`config.mk`:
```
export PLATFORM = sky130hd
export DESIGN_NAME = alu_req_arbiter
export DESIGN_NICKNAME = d
export VERILOG_FILES = /design/src/rtl/alu_arb_pkg.sv /design/src/rtl/alu64.sv /design/src/rtl/alu_req_arbiter.sv
export SDC_FILE = /design/constraint.sdc
export NUM_CORES = 1
export LEC_CHECK = 0
export CORE_MARGIN = 4
export CORE_UTILIZATION = 35
export CTS_CLUSTER_SIZE = 25
export DETAILED_ROUTE_END_ITERATION = 12
export HOLD_SLACK_MARGIN = 0.12
export SLEW_MARGIN = 0
export SYNTH_ARGS = -nofsm -noshare
export SYNTH_HDL_FRONTEND = slang
export SYNTH_SLANG_ARGS = --single-unit
```
`constraint.sdc`:
```
create_clock -name clk -period 12.7 [get_ports clk]
set_input_delay 2.54 -clock clk [delete_from_list [all_inputs] [get_ports clk]]
set_output_delay 2.54 -clock clk [all_outputs]
set_load 0.01 [all_outputs]
```
`src/rtl/alu_arb_pkg.sv`:
```
// Shared encodings for the two-requester ALU arbiter: op codes, FSM states,
// condition-code bit positions and the reset value of the architectural flags.
package alu_arb_pkg;

    typedef enum logic [1:0] {
        OP_ADD = 2'b00,
        OP_SUB = 2'b01,
        OP_AND = 2'b10,
        OP_XOR = 2'b11
    } alu_op_e;

    typedef enum logic [1:0] {
        ST_IDLE = 2'b00,
        ST_EXEC = 2'b01,
        ST_DONE = 2'b10
    } arb_state_e;

    localparam int CC_ZF = 2;
    localparam int CC_SF = 1;
    localparam int CC_OF = 0;

    localparam logic [2:0] CC_RESET = 3'b100;

    function automatic logic [2:0] pack_cc(input logic zf, input logic sf, input logic of);
        logic [2:0] cc;
        cc        = '0;
        cc[CC_ZF] = zf;
        cc[CC_SF] = sf;
        cc[CC_OF] = of;
        return cc;
    endfunction

endpackage

```
`src/rtl/alu64.sv`:
```
// Purely combinational ALU with {ZF,SF,OF} flag generation.
// Subtraction reuses the adder as a + ~b + 1 so both share one carry chain.
module alu64
    import alu_arb_pkg::*;
#(
    parameter int WIDTH = 64
) (
    input  logic [1:0]       op,
    input  logic [WIDTH-1:0] a,
    input  logic [WIDTH-1:0] b,
    output logic [WIDTH-1:0] result,
    output logic [2:0]       cc
);

    alu_op_e          op_e;
    logic [WIDTH-1:0] b_eff;
    logic [WIDTH-1:0] sum;
    logic             carry_in;
    logic             a_msb;
    logic             b_msb;
    logic             r_msb;
    logic             ovf;

    assign op_e = alu_op_e'(op);

    always_comb begin
        carry_in = (op_e == OP_SUB);
        b_eff    = carry_in ? ~b : b;
        sum      = a + b_eff + {{(WIDTH-1){1'b0}}, carry_in};
        result   = '0;
        a_msb    = a[WIDTH-1];
        b_msb    = b[WIDTH-1];
        r_msb    = sum[WIDTH-1];
        ovf      = 1'b0;

        case (op_e)
            OP_ADD: begin
                result = sum;
                ovf    = (a_msb == b_msb) && (r_msb != a_msb);
            end
            OP_SUB: begin
                result = sum;
                ovf    = (a_msb != b_msb) && (r_msb != a_msb);
            end
            OP_AND:  result = a & b;
            OP_XOR:  result = a ^ b;
            default: result = '0;
        endcase

        cc = pack_cc(result == '0, result[WIDTH-1], ovf);
    end

endmodule

```
`src/rtl/alu_req_arbiter.sv`:
```
// Round-robin arbiter sharing one registered ALU between two requesters.
// Only requester 0 owns the architectural condition codes in cc_q.
//
//   state   | meaning
//   --------+---------------------------------------------------------
//   ST_IDLE | no operation in flight; grant one valid requester
//   ST_EXEC | operands latched; ALU result registered at end of cycle
//   ST_DONE | res_valid held until the consumer takes the result
module alu_req_arbiter
    import alu_arb_pkg::*;
#(
    parameter int WIDTH = 64
) (
    input  logic             clk,
    input  logic             rst,

    input  logic             req0_valid,
    output logic             req0_ready,
    input  logic [1:0]       req0_op,
    input  logic [WIDTH-1:0] req0_a,
    input  logic [WIDTH-1:0] req0_b,

    input  logic             req1_valid,
    output logic             req1_ready,
    input  logic [1:0]       req1_op,
    input  logic [WIDTH-1:0] req1_a,
    input  logic [WIDTH-1:0] req1_b,

    output logic             res_valid,
    input  logic             res_ready,
    output logic [WIDTH-1:0] res_data,
    output logic             res_id,
    output logic [2:0]       res_cc,
    output logic [2:0]       cc_q
);

    arb_state_e       state_q;
    arb_state_e       state_d;

    logic             prio_q;
    logic             gnt_any;
    logic             gnt_id;
    logic             accept;
    logic             load;
    logic             take;

    alu_op_e          op_q;
    logic [WIDTH-1:0] a_q;
    logic [WIDTH-1:0] b_q;
    logic             id_q;

    logic [WIDTH-1:0] alu_result;
    logic [2:0]       alu_cc;

    // prio_q names the requester that wins when both are valid
    always_comb begin
        gnt_any = req0_valid | req1_valid;
        gnt_id  = (req0_valid && req1_valid) ? prio_q : !req0_valid;
    end

    always_ff @(posedge clk or posedge rst) begin
        if (rst) begin
            state_q <= ST_IDLE;
        end else begin
            state_q <= state_d;
        end
    end

    always_comb begin
        state_d    = state_q;
        req0_ready = 1'b0;
        req1_ready = 1'b0;
        res_valid  = 1'b0;
        accept     = 1'b0;
        load       = 1'b0;
        take       = 1'b0;

        case (state_q)
            ST_IDLE: begin
                if (gnt_any && !rst) begin
                    req0_ready = !gnt_id;
                    req1_ready = gnt_id;
                    accept     = 1'b1;
                    state_d    = ST_EXEC;
                end
            end
            ST_EXEC: begin
                load    = 1'b1;
                state_d = ST_DONE;
            end
            ST_DONE: begin
                res_valid = 1'b1;
                if (res_ready) begin
                    take    = 1'b1;
                    state_d = ST_IDLE;
                end
            end
            default: state_d = ST_IDLE;
        endcase
    end

    always_ff @(posedge clk or posedge rst) begin
        if (rst) begin
            prio_q <= 1'b0;
            op_q   <= OP_ADD;
            a_q    <= '0;
            b_q    <= '0;
            id_q   <= 1'b0;
        end else if (accept) begin
            prio_q <= !gnt_id;
            id_q   <= gnt_id;
            op_q   <= gnt_id ? alu_op_e'(req1_op) : alu_op_e'(req0_op);
            a_q    <= gnt_id ? req1_a : req0_a;
            b_q    <= gnt_id ? req1_b : req0_b;
        end
    end

    alu64 #(
        .WIDTH (WIDTH)
    ) u_alu (
        .op     (op_q),
        .a      (a_q),
        .b      (b_q),
        .result (alu_result),
        .cc     (alu_cc)
    );

    always_ff @(posedge clk or posedge rst) begin
        if (rst) begin
            res_data <= '0;
            res_id   <= 1'b0;
            res_cc   <= '0;
        end else if (load) begin
            res_data <= alu_result;
            res_id   <= id_q;
            res_cc   <= alu_cc;
        end
    end

    // results owned by requester 1 never disturb the architectural flags
    always_ff @(posedge clk or posedge rst) begin
        if (rst) begin
            cc_q <= CC_RESET;
        end else if (take && !res_id) begin
            cc_q <= res_cc;
        end
    end

endmodule

```
==> impl_metrics.yaml <==
global_route:
  grt_pass1_vias: 14000
  gr-total-overflow: 0
  grt_usage_pct: 20.4
  antenna_found_initial: 0
  grt_pass1_wl_um: 78900
  grt_max_degree: 132
floorplanning:
  start_util_pct: 35.6
  die_y_um: 220
  die_x_um: 220
  pin_count: 339
  die_area_um2: 48500
  core_um2: 44300
  row_count: 77
hold_path:
  hp-start: "res_data[1]"
  worstHoldPathType: "flop to flop"
pwr:
  power_frac_comb_pct: 69.6
  p_sw_share_pct: 51.0
  internal-power_mw: 3.15
  p_leak_nw: 8.84
  pwr_density_cell_nw_per_um2: 316
  seqPwrFrac_pct: 19.3
  clkPwrFrac_pct: 11.0
  worst_ir_drop_vdd_v: 0.000128
  switchingPower_mw: 3.28
setup_path:
  crit_path_end_kind: "output port"
  worstPathArrival_ns: 4.79
  worstSetupStartpoint: "rst"
  start_kind: "primary input"
  worst-path-max-fanout: 66
  cpPeakStageDelay_ns: 0.83
  crit_slowest_cell: "or4_4"
  crit_top_cell: "clkdlybuf4s50_1"
  reg2reg_from: "op_q[1]"
  path_class: "primary input to output port"
  required_ns: 10.16
  cp_cell_sequence: "clkdlybuf4s50_1, or4_4, inv_1, and2_1, clkdlybuf4s50_1"
placed_design:
  port_buffers: 338
  dp.final_hpwl_um: 40700
  place_congestion: 0.859
  place_ws_ns: 5.35
job:
  cap_violations: 0
logic_synthesis:
  ys.flop_type: "dfrtp_1"
  syn_inst: 1797
  yosysWarnings: 0
  synth.ff_latch_count: 204
  ys_seq_area_share_pct: 32.4
  synth_cell_types: 85
  synthArstFlopShare_pct: 100
  synth_edf_count: 0
  syn_area_um2: 15800
  synth_area_per_cell_um2: 8.77
  syn_nets: 2193
cells_and_area:
  n_fill_cell: 4370
  syn_to_final_growth_pct: 29.3
  insertedDiodeCount: 0
  final_nets: 2459
  drive_gt1_share_pct: 6.24
timing:
  relSlewSlack_pct: 36.4
  finalSetupViolations: 0
  period_share_pct: 57.7
  layout_setup_ws_ns: 5.37
  hold_viol: 0
  fin_crit_ns: 7.33
  worst_slew_pin_slew_ns: 0.955
  tns_ns: 0
  finalMaxSlewViolations: 0
  rsz0062_at_grt: "false"
  skew_ns: 0.0292
  clock.fmax_ghz: 0.136
route:
  postRouteAntennaNets: 0
  vias: 14100
  wl_per_cell_um: 19.1
  viasPerCell: 5.26
  wl_um: 51200
  post-route-drc-count: 0
  first_pass_iters: 5
  drt_iter0_drc: 796
clock_network:
  root_buffer: "clkbuf_16"
  clk_pin_slew_ns: 0.05
  cts_hold_buffers: 0
  h-tree-depth: 1
  clock_path_buffers: 3
  postCtsSetupBuffers: 0
  clkLatencyLatePin_ns: 0.55
  cts_tree: "built"
  cts_resized: 0
  cts_buffers: 25
  clock_sinks: 204
run_status:
  outcome: "finished clean"
power groups by stage:
| stage | logic [mW] | clock network, mW | registers (mW) |
|---|---|---|---|
| 2_1_floorplan | 3.10 | 0 | 1.16 |
| 5_1_grt | 4.97 | 0.753 | 1.29 |
| 6_report | 4.48 | 0.710 | 1.24 |
| 3_5_place_dp | 4.44 | 0 | 1.26 |
| 3_3_place_gp | 4.42 | 0 | 1.25 |
| 4_1_cts | 4.47 | 0.729 | 1.25 |
placed cells by master (no fill, tap or decap), types with 5 or more instances in the layout:
cell type / instances
clkdlybuf4s50_1: 338
nand2_1: 271
o21ai_0: 245
dfrtp_1: 201
mux2i_1: 177
ha_1: 130
a21oi_1: 108
xnor2_1: 92
nor2_1: 78
mux2_2: 35
nand4_1: 27
clkbuf_16: 25
inv_1: 23
nand3_1: 22
xor2_1: 22
a21o_1: 20
o21bai_1: 18
nor3_1: 16
o211ai_1: 15
buf_4: 11
o21a_1: 10
and2_1: 9
o21ai_1: 9
and3_1: 7
o31ai_1: 7
or2_2: 7
or3_1: 6
o31a_1: 6
a31oi_1: 6
nor2b_1: 6
nand2b_1: 6
clkbuf_1: 6
clkbuf_8: 6
a221o_1: 5
a221oi_1: 5
a211oi_1: 5
nor3b_1: 5
clkinv_2: 5
worst max-delay path: cells and delay by family:
family / cells / cell delay [ns]
buf+inv: 3 / 1.23
simple gates: 2 / 1.01
layout make-up:
cell class | count | area, µm² | share of cell area [%]
well taps | 592 | 741 | 3.63
flip-flops and latches | 204 | 5110 | 25.1
clock buffers | 37 | 731 | 3.59
clock inverters | 9 | 80.1 | 0.393
repair buffers | 349 | 3470 | 17.0
multi-input cells | 1458 | 10100 | 49.8
inverters | 25 | 101 | 0.497
flip-flops by register name, summed over array words and instances (netlist names):
| signal | flops |
|---|---|
| state_q | 2 |
| prio_q | 1 |
| cc_q | 3 |
| a_q | 64 |
| id_q | 1 |
| res_cc | 3 |
| op_q | 2 |
| res_id | 1 |
| res_data | 63 |
| b_q | 64 |
worst paths after layout:
path	endpoint	slack (ns)	cells past startpoint
max	req0_ready	5.37	5
min	res_data[1]	0.48	2
max reg2reg	res_cc[2]	6.48	16
min reg2reg	res_data[1]	0.48	2
max in group asynchronous	op_q[0]	8.55	3
min in group asynchronous	res_data[13]	2.58	2
synth_stat cells, drive strengths merged (6+ instances only):
cell type / number / area (µm²)
nor3: 18 / 106
a221oi: 6 / 58.8
nand2b: 7 / 43.8
o21ai: 257 / 1300
dfrtp: 203 / 5080
o31a: 6 / 52.6
nor4: 7 / 62.6
xnor2: 92 / 806
nand3: 22 / 110
nand2: 273 / 1030
o31ai: 7 / 52.6
a21o: 20 / 150
mux2i: 177 / 1770
clkbuf: 77 / 290
inv: 24 / 90.1
a211oi: 7 / 62.6
a21oi: 111 / 567
xor2: 22 / 193
or2: 7 / 43.8
o21bai: 18 / 135
a31oi: 6 / 37.5
o211ai: 16 / 125
buf: 33 / 151
nor2: 78 / 293
or3: 6 / 37.5
nand4: 28 / 181
ha: 130 / 1630
and2: 9 / 56.3
mux2: 35 / 394
and3: 7 / 43.8
nor2b: 6 / 37.5
nor3b: 6 / 50.1
o21a: 10 / 75.1
routing by layer:
metal	GRT usage [%]	wire length (µm)	up-vias
met5	0	0	-
met4	3.47	883	0
met3	3.16	2580	45
met1	29.6	24600	6663
met2	32.7	23100	335
li1	-	-	7011
stage by stage:
stage | power, mW | util, % | hold WS, ns | cells | cell area [µm²]
detailed placement | 5.70 | 44.2 | 0.470 | 2628 | 19600
floorplan | 4.26 | - | 0.445 | 1797 | 15800
global placement | 5.67 | 44.2 | 0.465 | 2628 | 19600
finish | 6.43 | 46.0 | 0.476 | 2674 | 20400
global route | 7.01 | 46.0 | 0.497 | 2674 | 20400
CTS | 6.45 | 46.0 | 0.482 | 2674 | 20400
cell families (layout without fill, tap and decap cells):
family                     Yosys count  in the layout  share of synthesized area, %
adders and majority gates          131            131                          10.4
buffers and inverters              135            420                          3.40
xor gates and xnor gates           114            114                          6.34
and+or+nand+nor                    493            493                          14.3
DFF                                204            204                          32.4
muxes                              212            212                          13.7
AOI/OAI and AO/OA                  508            508                          19.4
Note: power is estimated with default switching activity, not from simulation.
